===== config.mk =====
export PLATFORM = sky130hd
export DESIGN_NAME = soc_system_pio_in_edge
export DESIGN_NICKNAME = d
export VERILOG_FILES = /design/src/rtl/soc_system_pio_in_edge.sv
export SDC_FILE = /design/constraint.sdc
export NUM_CORES = 1
export LEC_CHECK = 0
export BUFFER_PORTS_ARGS = -buffer_cell sky130_fd_sc_hd__buf_2
export CORE_MARGIN = 5
export CORE_UTILIZATION = 50
export CTS_CLUSTER_DIAMETER = 50
export CTS_CLUSTER_SIZE = 16
export DETAILED_ROUTE_END_ITERATION = 10
export PLACE_DENSITY = 0.72
export SLEW_MARGIN = 20
export SYNTH_ARGS = -nofsm -noshare
export SYNTH_HDL_FRONTEND = slang
export SYNTH_SLANG_ARGS = --single-unit

===== constraint.sdc =====
create_clock -name clk -period 2.45 [get_ports clk]
set_input_delay 0.245 -clock clk [delete_from_list [all_inputs] [get_ports clk]]
set_output_delay 0.245 -clock clk [all_outputs]
set_load 0.02 [all_outputs]

===== src/rtl/soc_system_pio_in_edge.sv =====
// Avalon-MM input PIO with two-flop synchroniser, optional per-bit debounce,
// per-bit edge capture (write-1-to-clear) and a maskable level interrupt.
// Register map (word address): 0 DATA, 1 CTRL, 2 IRQMASK, 3 EDGECAP.
module soc_system_pio_in_edge #(
   parameter int WIDTH     = 19,
   parameter int DEBOUNCE  = 0,
   parameter int EDGE_MODE = 0
) (
   input  logic             clk,
   input  logic             reset_n,
   input  logic [1:0]       address,
   input  logic             chipselect,
   input  logic             write_n,
   input  logic [31:0]      writedata,
   output logic [31:0]      readdata,
   input  logic [WIDTH-1:0] in_port,
   output logic             irq
);

   logic [WIDTH-1:0] sync1_reg;
   logic [WIDTH-1:0] sync2_reg;
   logic [WIDTH-1:0] filtered;
   logic [WIDTH-1:0] prev_reg;
   logic [WIDTH-1:0] edgecap_reg;
   logic [WIDTH-1:0] edgecap_next;
   logic [WIDTH-1:0] irqmask_reg;
   logic [1:0]       ctrl_reg;
   logic [31:0]      readdata_reg;
   logic [31:0]      readdata_next;
   logic             irq_reg;
   logic             irq_next;

   logic [WIDTH-1:0] rise;
   logic [WIDTH-1:0] fall;
   logic [WIDTH-1:0] hit;
   logic [WIDTH-1:0] w1c_mask;

   logic             wr_en;
   logic             wr_ctrl;
   logic             wr_irqmask;
   logic             wr_edgecap;
   logic             unused_bits;

   assign wr_en      = chipselect & ~write_n;
   assign wr_ctrl    = wr_en && (address == 2'd1);
   assign wr_irqmask = wr_en && (address == 2'd2);
   assign wr_edgecap = wr_en && (address == 2'd3);

   // Only the low bits of the write bus carry meaning; fold the rest away.
   assign unused_bits = ^writedata;

   // Two-flop synchroniser for the asynchronous inputs.
   always_ff @(posedge clk or negedge reset_n) begin
      if (!reset_n) begin
         sync1_reg <= '0;
         sync2_reg <= '0;
      end else begin
         sync1_reg <= in_port;
         sync2_reg <= sync1_reg;
      end
   end

   generate
      if (DEBOUNCE == 0) begin : g_bypass
         logic [WIDTH-1:0] filt_reg;

         // Filter bypassed: filtered value simply follows the synchroniser.
         always_ff @(posedge clk or negedge reset_n) begin
            if (!reset_n) begin
               filt_reg <= '0;
            end else begin
               filt_reg <= sync2_reg;
            end
         end

         assign filtered = filt_reg;
      end else begin : g_debounce
         localparam int CW = $clog2(DEBOUNCE + 1);
         localparam logic [CW-1:0] CNT_LAST = CW'(DEBOUNCE - 1);

         for (genvar gi = 0; gi < WIDTH; gi++) begin : g_bit
            logic [CW-1:0] cnt_reg;
            logic          filt_reg;

            // Count consecutive cycles of disagreement; accept the new level
            // only after it has held for DEBOUNCE cycles in a row.
            always_ff @(posedge clk or negedge reset_n) begin
               if (!reset_n) begin
                  cnt_reg  <= '0;
                  filt_reg <= 1'b0;
               end else if (sync2_reg[gi] == filt_reg) begin
                  cnt_reg <= '0;
               end else if (cnt_reg == CNT_LAST) begin
                  filt_reg <= sync2_reg[gi];
                  cnt_reg  <= '0;
               end else begin
                  cnt_reg <= cnt_reg + 1'b1;
               end
            end

            assign filtered[gi] = filt_reg;
         end
      end
   endgenerate

   // Edge classification against the previous filtered sample.
   always_comb begin
      rise = filtered & ~prev_reg;
      fall = ~filtered & prev_reg;
      hit  = '0;
      case (ctrl_reg)
         2'd0:    hit = rise;
         2'd1:    hit = fall;
         2'd2:    hit = rise | fall;
         default: hit = '0;
      endcase
   end

   // Capture update: W1C clears first, a simultaneous hit re-sets the bit.
   always_comb begin
      w1c_mask     = wr_edgecap ? writedata[WIDTH-1:0] : '0;
      edgecap_next = (edgecap_reg & ~w1c_mask) | hit;
      irq_next     = |(edgecap_reg & irqmask_reg);
   end

   // Read mux, zero-extended; always active regardless of chipselect.
   always_comb begin
      readdata_next = '0;
      case (address)
         2'd0:    readdata_next[WIDTH-1:0] = filtered;
         2'd1:    readdata_next[1:0]       = ctrl_reg;
         2'd2:    readdata_next[WIDTH-1:0] = irqmask_reg;
         default: readdata_next[WIDTH-1:0] = edgecap_reg;
      endcase
   end

   // Edge history, control/mask/capture registers, registered read and irq.
   always_ff @(posedge clk or negedge reset_n) begin
      if (!reset_n) begin
         prev_reg     <= '0;
         edgecap_reg  <= '0;
         irqmask_reg  <= '0;
         ctrl_reg     <= 2'(EDGE_MODE);
         readdata_reg <= '0;
         irq_reg      <= 1'b0;
      end else begin
         prev_reg     <= filtered;
         edgecap_reg  <= edgecap_next;
         readdata_reg <= readdata_next;
         irq_reg      <= irq_next;
         if (wr_ctrl) begin
            ctrl_reg <= writedata[1:0];
         end
         if (wr_irqmask) begin
            irqmask_reg <= writedata[WIDTH-1:0];
         end
      end
   end

   assign readdata = readdata_reg;
   assign irq      = irq_reg;

endmodule


==> results.sh, run 1 <==
export IMPL_place_gp_congestion=0.802
export IMPL_p_seq_share_pct=46.5
export IMPL_postCtsSetupRepairBufs=0
export IMPL_grt_max_degree=79
export IMPL_cts_tree="yes"
export IMPL_grt_antenna_before_repair=1
export IMPL_cts_root_buffer="clkbuf_8"
export IMPL_final_antenna_net_count=0
export IMPL_drt_total_wl_microns=10900
export IMPL_rows=38
export IMPL_startpoint_type="register"
export IMPL_synth_edf_count=0
export IMPL_crit_path_end_kind="register"
export IMPL_netlist_instances=416
export IMPL_synth_top_cell_area_share_pct=62.4
export IMPL_fin_crit_ps=1620
export IMPL_yosysMostFrequentCell="dfrtp_1"
export IMPL_clkSlewWorstSetupHoldPaths_ps=50
export IMPL_yosys_warnings=0
export IMPL_syn2layout_area_growth_pct=24.2
export IMPL_drtIter0Drc=283
export IMPL_p_comb_share_pct=13.5
export IMPL_finalSetupViolations=0
export IMPL_netlist_area_sq_um=5450
export IMPL_fmax_mhz=617
export IMPL_min_path_cells=2
export IMPL_grt_pass1_wl_microns=17900
export IMPL_nets=622
export IMPL_coreArea_sq_um=10700
export IMPL_yosys_top_cells_area="dfrtp_1 (62%), ha_1 (8.7%), a221o_1 (3.3%)"
export IMPL_post_route_period_util_pct=66.1
export IMPL_grt_pass1_vias=3584
export IMPL_clk_latency_ps=520
export IMPL_reg2reg_setup_slack_ps=830
export IMPL_synth_top_flop_cell="dfrtp_1"
export IMPL_p_sw_w=0.00141
export IMPL_intPower_w=0.00419
export IMPL_cts_buffers=17
export IMPL_fp_dieArea_sq_um=13100
export IMPL_port_buffers=63
export IMPL_final_setup_tns_ps=0
export IMPL_drt_first_pass_iters=4
export IMPL_drive_gt1_share_pct=21.2
export IMPL_power_density_nw_per_um2=827
export IMPL_fin_skew_ps=5.97
export IMPL_synth_cell_types=27
export IMPL_final_hold_viol_count=0
export IMPL_async_flop_share_pct=100
export IMPL_required_ps=2900
export IMPL_swShare_pct=25.2
export IMPL_syn_area_per_cell_sq_um=13.1
export IMPL_cp_max_fo=10
export IMPL_worst_r2r_cell_count=3
export IMPL_avgViaCountPerCell=5.14
export IMPL_power_leakage_nw=3.24
export IMPL_die_w_microns=114
export IMPL_ys_seq_elements=136
export IMPL_fin_util_pct=63.0
export IMPL_ios=90
export IMPL_initial_utilization_pct=50.7
export IMPL_yosysTopAreaCell="dfrtp_1"
export IMPL_slew_headroom_pct=44.7
export IMPL_hp_class="in -> reg"
export IMPL_path_class="reg -> reg"
export IMPL_rr_startpoint="ctrl_reg[1]$_DFFE_PN0P_"
export IMPL_holdWs_ps=238
export IMPL_clkPwrFrac_pct=40.1
export IMPL_htreeDepth=4
export IMPL_drv_slew=0
export IMPL_r2r_end="edgecap_reg[14]$_DFF_PN0_"
export IMPL_worst_ir_drop_vdd_v=0.000456
export IMPL_worst_pin_slew_ps=828
export IMPL_cap_violations=0
export IMPL_die_h_microns=114
export IMPL_vias=3485
export IMPL_place_hpwl_microns=6800
export IMPL_status="completed"
export IMPL_yosys_top_cells_count="dfrtp_1 (136), nand2_1 (42), ha_1 (38), inv_1 (38)"
export IMPL_cts_sinks=136
export IMPL_whs_endpoint="readdata[18]$_DFF_PN0_"
export IMPL_wl_per_cell_microns=16.0
export IMPL_synth_seq_area_share_pct=62.4
export IMPL_rsz0062_at_grt="no"
export IMPL_track_usage_pct=18.0
export IMPL_hold_start="address[0]"
export IMPL_arrival_ps=2070
export IMPL_drt_drc_violations_left=0
export IMPL_clk_path_buf_depth=2
export IMPL_grt_ovfl_total=0
## worst max path at each step
stage,slack [ps],startpoint,end
2_1_floorplan,1180,ctrl_reg[0]$_DFFE_PN0P_,edgecap_reg[14]$_DFF_PN0_
3_3_place_gp,780,address[0],edgecap_reg[7]$_DFF_PN0_
3_5_place_dp,720,address[0],edgecap_reg[9]$_DFF_PN0_
4_1_cts,830,ctrl_reg[1]$_DFFE_PN0P_,edgecap_reg[14]$_DFF_PN0_
5_1_grt,790,ctrl_reg[1]$_DFFE_PN0P_,edgecap_reg[11]$_DFF_PN0_
6_report,830,ctrl_reg[1]$_DFFE_PN0P_,edgecap_reg[14]$_DFF_PN0_
## cells in the final DEF (no fill, tap or decap), drive strengths merged
| cell | n |
|---|---|
| clkinv | 3 |
| a211oi | 18 |
| a221o | 18 |
| conb | 13 |
| a22oi | 8 |
| clkbuf | 25 |
| o221ai | 1 |
| diode | 1 |
| ha | 38 |
| dlygate4sd3 | 39 |
| and2 | 1 |
| mux4 | 2 |
| dfrtp | 136 |
| mux2i | 17 |
| and4bb | 2 |
| nor3 | 1 |
| bufinv | 1 |
| nor2 | 18 |
| nand4 | 1 |
| o21ai | 18 |
| nor2b | 1 |
| mux2 | 21 |
| a222oi | 1 |
| inv | 38 |
| nand2 | 42 |
| buf | 73 |
| and4b | 1 |
## cell type report
cell class                 count  area [sq um]
inverter                      38           143
antenna                        1          2.50
clock buffer                  25           474
sequential                   136          3400
fill                         845          3970
clock inverter                 4          45.0
tap                          140           175
multi-input combinational    222          1740
timing repair buffer         112           787
## what timing repair did
item | CTS | global route
resized for setup | 0 | 0
hold endpoints to repair | 115 | 0
hold buffers | 39 | 0
## power groups by stage
stage                     Combinational [W]  Sequential [W]  Clock (W)
after floorplan                    0.000431         0.00265          0
after global placement             0.000677         0.00262          0
after detailed placement           0.000705         0.00264          0
after CTS                          0.000758         0.00260    0.00229
after global routing               0.000835         0.00263    0.00239
final                              0.000754         0.00260    0.00224
## cell families (layout without fill, tap and decap cells)
kind of cell	after synthesis	in the layout	synth area share [%]
mux	40	40	8.28
compound gates	64	64	8.88
simple gates	67	67	5.21
buf+inv	70	179	6.42
other cells	1	14	0.0688
fa+ha+maj	38	38	8.72
flops	136	136	62.4
## through the flow
step                setup WS (ps)  instances  power, W  area, sq um
finish                        830        678   0.00560         6770
global route                  792        678   0.00586         6770
CTS                           829        677   0.00565         6770
detailed placement            722        609   0.00334         5860
global placement              784        609   0.00330         5860
floorplan                    1180        428   0.00308         5500
## worst max-delay path, stage by stage (launching register included)
cell     delay [ps]
dfrtp_1         380
nor2b_1         650
buf_4           330
a221o_1         190
## routing by layer
metal / wire length (microns) / vias up / global-route usage [%]
met4: 250 / 0 / 8.71
met1: 4500 / 1749 / 22.7
met2: 5450 / 97 / 28.8
met5: 0 / - / 0
met3: 664 / 26 / 4.81
li1: - / 1613 / -
Note: power is estimated with default switching activity, not from simulation.
==> run 2, diff against run 1 <==
Settings changed: ABC_AREA from default to 1, PLACE_DENSITY 0.72 to 0.75.
Clock period 2.45 ns to 1.3 ns, I/O delays scaled along.
==> run 2 against run 1 <==
Effect of this change:
- die area up 2.6%
- critical path depth up 2
- total power up 92%
- combinational power up 98%
- first-iteration DRC count down 0.71%
- critical path type unchanged
- non-clock buffer count down 5
- setup slack worse by 740 ps
- critical endpoint is now edgecap_reg[8]$_DFF_PN0_
- clock skew up 7.3 ps
- highest routed layer unchanged
- wire length up 9.7%
- largest power group unchanged
- register-to-register slack worse by 740 ps
==> results.sh, run 2 <==
export IMPL_finalSetupViolations=0
export IMPL_coreArea_sq_um=10900
export IMPL_fp_dieArea_sq_um=13400
export IMPL_post_route_period_util_pct=92.8
export IMPL_ys_seq_elements=136
export IMPL_wl_per_cell_microns=14.4
export IMPL_nFillCells=884
export IMPL_p_seq_share_pct=45.1
export IMPL_drive_gt1_share_pct=18.0
export IMPL_required_ps=1650
export IMPL_critPathMaxStageDelay_ps=400
export IMPL_synth_edf_count=0
export IMPL_synth_cell_types=22
export IMPL_power_density_nw_per_um2=1550
export IMPL_clk_path_buf_depth=2
export IMPL_final_antenna_net_count=0
export IMPL_fmax_mhz=829
export IMPL_p_comb_share_pct=13.8
export IMPL_rsz0062_at_grt="no"
export IMPL_path_buf_inv=1
export IMPL_status="completed"
export IMPL_crit_slowest_cell="dfrtp_1"
export IMPL_layout_common_cells="nand2_1 (168), dfrtp_1 (136), inv_1 (71)"
export IMPL_grt_pass1_wl_microns=19900
export IMPL_syn_area_per_cell_sq_um=9.92
export IMPL_fin_crit_ps=1210
export IMPL_drv_slew=0
export IMPL_synth_top_flop_cell="dfrtp_1"
export IMPL_yosysMostFrequentCell="nand2_1"
export IMPL_die_w_microns=116
export IMPL_clk_latency_ps=420
export IMPL_cp_top_family="flip-flops"
export IMPL_place_hpwl_microns=7720
export IMPL_track_usage_pct=19.4
export IMPL_cts_sinks=136
export IMPL_avgViaCountPerCell=4.84
export IMPL_layout_cells_non_filler=829
export IMPL_grt_max_degree=45
export IMPL_netlist_instances=565
export IMPL_vias=4011
export IMPL_initial_utilization_pct=51.3
export IMPL_intPower_w=0.00794
export IMPL_grt_pass1_vias=4245
export IMPL_arrival_ps=1560
export IMPL_drt_first_pass_iters=7
export IMPL_clkSlewWorstSetupHoldPaths_ps=50
export IMPL_drt_total_wl_microns=11900
export IMPL_worst_ir_drop_vdd_v=0.000845
export IMPL_async_flop_share_pct=100
export IMPL_p_total_w=0.0108
export IMPL_fin_skew_ps=13.3
export IMPL_netlist_area_sq_um=5610
export IMPL_final_setup_tns_ps=0
export IMPL_cp_max_fo=4
export IMPL_p_sw_w=0.00285
export IMPL_grt_ovfl_total=0
export IMPL_cts_buffers=17
export IMPL_hp_class="in -> reg"
export IMPL_place_gp_congestion=0.809
export IMPL_yosys_top_cells_count="nand2_1 (168), dfrtp_1 (136), inv_1 (71)"
export IMPL_startpoint_type="register"
export IMPL_drtIter0Drc=281
export IMPL_yosysTopAreaCell="dfrtp_1"
export IMPL_die_h_microns=116
export IMPL_rows=38
export IMPL_htreeDepth=4
export IMPL_cap_violations=0
export IMPL_reg2reg_setup_slack_ps=90
export IMPL_cts_tree="yes"
export IMPL_swShare_pct=26.4
export IMPL_port_buffers=63
export IMPL_synth_top_cell_area_share_pct=60.7
export IMPL_clkPwrFrac_pct=41.1
export IMPL_crit_path_end_kind="register"
export IMPL_dpl_cell_count=766
export IMPL_grt_antenna_before_repair=0
export IMPL_synth_seq_area_share_pct=60.7
export IMPL_path_class="reg -> reg"
export IMPL_yosys_top_cells_area="dfrtp_1 (61%), nand2_1 (11%), ha_1 (8.5%)"
export IMPL_yosys_warnings=0
export IMPL_diodes=0
export IMPL_nets=772
export IMPL_ios=90
export IMPL_layout_commonest_cell="nand2_1"
export IMPL_path_cells="inv_1, ha_1, o21ai_0, nor2_1, nand2_1"
export IMPL_cts_root_buffer="clkbuf_16"
export IMPL_final_hold_viol_count=0
export IMPL_drt_drc_violations_left=0
export IMPL_syn2layout_area_growth_pct=24.4
export IMPL_power_leakage_nw=3.61
run 2: cell types whose count changed after synthesis, sizes merged, moves of 17 or more:
cell	change
inv	+36
a221o	-18
mux2i	-17
o21ai	+31
nand2	+128
nor2	+31
a211oi	-18
mux2	-21
nand3	+18
run 2: final timing paths:
check	start	end	depth (start not counted)
worst max register to register	filtered[8]$_DFF_PN0_	edgecap_reg[8]$_DFF_PN0_	5
worst min-delay path	writedata[18]	irqmask_reg[18]$_DFFE_PN0P_	3
max in group asynchronous	reset_n	sync1_reg[17]$_DFF_PN0_	3
worst max-delay path	filtered[8]$_DFF_PN0_	edgecap_reg[8]$_DFF_PN0_	5
min in group asynchronous	reset_n	readdata[15]$_DFF_PN0_	2
worst min register to register	sync2_reg[11]$_DFF_PN0_	filtered[11]$_DFF_PN0_	0
run 2: per-layer routing:
metal,share of wire [%],GRT usage (%),up-vias
met5,0,0,-
met4,1.6,7.81,0
met2,51,31.7,156
met3,7.1,5.59,20
li1,-,-,1916
met1,40,24.5,1919
run 2: per-stage QoR:
stage,worst slack [ps],instance area [sq um],hold slack [ps],utilization [%]
finish,93.2,6970,13.5,63.8
global route,18.0,6970,24.8,63.8
CTS,82.1,6970,2.19,63.7
detailed placement,-2.04,6100,55.4,55.8
global placement,76.7,6100,51.8,55.8
floorplan,242,5650,-166,-
run 2: tightest hold or removal path: stages:
cell and delay, ps:
buf_2 90, inv_1 70, o21ai_0 80
run 2: logic make-up (layout without fill, tap and decap cells):
group,after synthesis,count (layout),synth area share [%]
and+or+nand+nor,240,240,17.1
DFF,136,136,60.7
buffers and inverters,101,213,8.64
AOI/OAI and AO/OA,49,49,5.04
adders and majority gates,38,38,8.48
other,1,13,0.0669
run 2: what timing repair did:
item                                    4_1_cts  5_1_grt
buffers inserted                              0        0
cloned                                        0        0
gates resized for setup                       1        1
hold endpoints to repair                    146        0
hold buffers                                 32        0
endpoints found under the setup margin        2        5
run 2: final cells by class:
class / count / area, sq um / share of cell area, %
well taps: 140 / 175 / 2.51
repair buffers: 107 / 795 / 11.4
inverters: 75 / 283 / 4.06
flip-flops and latches: 136 / 3400 / 48.8
multi-input cells: 340 / 1770 / 25.3
clock buffers: 23 / 478 / 6.86
clock inverters: 8 / 72.6 / 1.04
run 2: power groups by stage:
stage | registers (W) | clock network, W | logic (W)
floorplan | 0.00497 | 0 | 0.000789
global placement | 0.00490 | 0 | 0.00134
CTS | 0.00487 | 0.00450 | 0.00150
detailed placement | 0.00493 | 0 | 0.00140
finish | 0.00487 | 0.00443 | 0.00149
global route | 0.00491 | 0.00470 | 0.00168
==> run 3, diff against run 2 <==
Settings changed: CORE_ASPECT_RATIO from default to 1.25.
==> run 3 against run 2 <==
Effect of this change:
- flip-flop and latch count unchanged
- worst hold slack worse by 2.5 ps
- clock skew down 6.3 ps
- clock-buffer cell count down 3
- sequential power about the same
- register-to-register slack better by 50 ps
- final area up 2.4%
- global-route usage down 0.39 points
- largest power group is now the clock network
- highest routed layer unchanged
==> results.sh, run 3 (synthesis gave the netlist of run 2 again) <==
export IMPL_grt_antenna_before_repair=0
export IMPL_grt_max_degree=46
export IMPL_worst_r2r_cell_count=6
export IMPL_min_path_cells=3
export IMPL_fin_skew_ps=6.97
export IMPL_rows=43
export IMPL_port_buffers=63
export IMPL_cts_root_buffer="clkbuf_16"
export IMPL_clk_latency_ps=410
export IMPL_nFillCells=827
export IMPL_drive_gt1_share_pct=19.0
export IMPL_syn2layout_area_growth_pct=27.4
export IMPL_grt_pass1_wl_microns=20100
export IMPL_clkSlewWorstSetupHoldPaths_ps=60
export IMPL_cp_max_fo=10
export IMPL_avgViaCountPerCell=4.77
export IMPL_place_hpwl_microns=7560
export IMPL_postCtsSetupRepairBufs=0
export IMPL_path_class="reg -> reg"
export IMPL_ios=90
export IMPL_worst_ir_drop_vdd_v=0.00105
export IMPL_drtIter0Drc=212
export IMPL_power_leakage_nw=3.70
export IMPL_vias=3957
export IMPL_layout_common_cells="nand2_1 (168), dfrtp_1 (136), inv_1 (71)"
export IMPL_rsz0062_at_grt="no"
export IMPL_place_gp_congestion=0.815
export IMPL_drv_slew=0
export IMPL_grt_ovfl_total=0
export IMPL_grt_pass1_vias=4274
export IMPL_crit_path_end_kind="register"
export IMPL_nets=776
export IMPL_wl_per_cell_microns=14.2
export IMPL_whs_endpoint="irqmask_reg[6]$_DFFE_PN0P_"
export IMPL_initial_utilization_pct=50.8
export IMPL_drt_total_wl_microns=11800
export IMPL_final_hold_viol_count=0
export IMPL_p_total_w=0.0117
export IMPL_finalSetupViolations=0
export IMPL_rr_startpoint="ctrl_reg[1]$_DFFE_PN0P_"
export IMPL_cts_buffers=17
export IMPL_final_setup_tns_ps=0
export IMPL_post_route_period_util_pct=88.6
export IMPL_clk_path_buf_depth=2
export IMPL_hp_class="in -> reg"
export IMPL_status="completed"
export IMPL_hold_start="writedata[6]"
export IMPL_reg2reg_setup_slack_ps=150
export IMPL_power_density_nw_per_um2=1630
export IMPL_drt_first_pass_iters=4
export IMPL_coreArea_sq_um=11000
export IMPL_arrival_ps=1440
export IMPL_die_h_microns=128
export IMPL_r2r_end="edgecap_reg[1]$_DFF_PN0_"
export IMPL_cts_sinks=136
export IMPL_cap_violations=0
export IMPL_final_antenna_net_count=0
export IMPL_fin_util_pct=64.7
export IMPL_track_usage_pct=19.0
export IMPL_diodes=0
export IMPL_htreeDepth=4
export IMPL_cts_tree="yes"
export IMPL_die_w_microns=105
export IMPL_fin_crit_ps=1150
export IMPL_fmax_mhz=868
export IMPL_layout_commonest_cell="nand2_1"
export IMPL_fp_dieArea_sq_um=13400
export IMPL_startpoint_type="register"
export IMPL_required_ps=1590
export IMPL_drt_drc_violations_left=0
[run 3: final cells by class]
| cell class | count | area (sq um) | area share, % |
|---|---|---|---|
| Sequential cell | 136 | 3400 | 47.7 |
| Clock inverter | 12 | 196 | 2.75 |
| Tap cell | 135 | 169 | 2.37 |
| Timing Repair Buffer | 111 | 847 | 11.9 |
| Multi-Input combinational cell | 340 | 1760 | 24.7 |
| Inverter | 75 | 295 | 4.14 |
| Clock buffer | 20 | 467 | 6.54 |
[run 3: critical path: stages, from the launching register on]
cell	delay, ps
dfrtp_1	450
nor2_1	90
buf_4	190
nand2_1	70
nand2_1	50
nor2_1	100
nand2_1	80
[run 3: how the worst max path moves through the flow]
stage,startpoint,end,slack (ps),cells past startpoint
2_1_floorplan,ctrl_reg[1]$_DFFE_PN0P_,edgecap_reg[2]$_DFF_PN0_,240,5
3_3_place_gp,ctrl_reg[1]$_DFFE_PN0P_,edgecap_reg[0]$_DFF_PN0_,100,5
3_5_place_dp,ctrl_reg[1]$_DFFE_PN0P_,edgecap_reg[0]$_DFF_PN0_,40,5
5_1_grt,ctrl_reg[0]$_DFFE_PN0P_,edgecap_reg[6]$_DFF_PN0_,20,7
4_1_cts,ctrl_reg[1]$_DFFE_PN0P_,edgecap_reg[11]$_DFF_PN0_,90,6
6_report,ctrl_reg[1]$_DFFE_PN0P_,edgecap_reg[1]$_DFF_PN0_,150,6
[run 3: layer usage]
| layer | GRT usage, % | routed length, microns | vias up |
|---|---|---|---|
| li1 | - | - | 1933 |
| met1 | 22.5 | 4740 | 1895 |
| met2 | 33.2 | 6140 | 111 |
| met3 | 4.82 | 645 | 18 |
| met4 | 7.98 | 235 | 0 |
| met5 | 0 | 0 | - |
[run 3: timing repair]
item	in CTS	in global routing
setup endpoints to repair	1	1
resized for setup	1	1
hold buffers	31	0
endpoints found under the hold margin	67	0
pin swaps	0	0
[run 3: power by group]
part / total [W] / leakage [nW] / internal, W / switching, W
Combinational: 0.00150 / 1.81 / 0.000595 / 0.000909
Sequential: 0.00486 / 1.57 / 0.00462 / 0.000238
Clock: 0.00530 / 0.318 / 0.00355 / 0.00175
[run 3: metrics by stage]
| step | setup WS, ps | instances | hold slack (ps) | instance area [sq um] |
|---|---|---|---|---|
| finish | 148 | 829 | 11.0 | 7140 |
| global route | 23.3 | 829 | 22.0 | 7140 |
| CTS | 93.0 | 829 | 5.75 | 7130 |
| detailed placement | 44.4 | 766 | 108 | 6150 |
| global placement | 97.6 | 766 | 98.6 | 6150 |
| floorplan | 242 | 577 | -166 | 5650 |
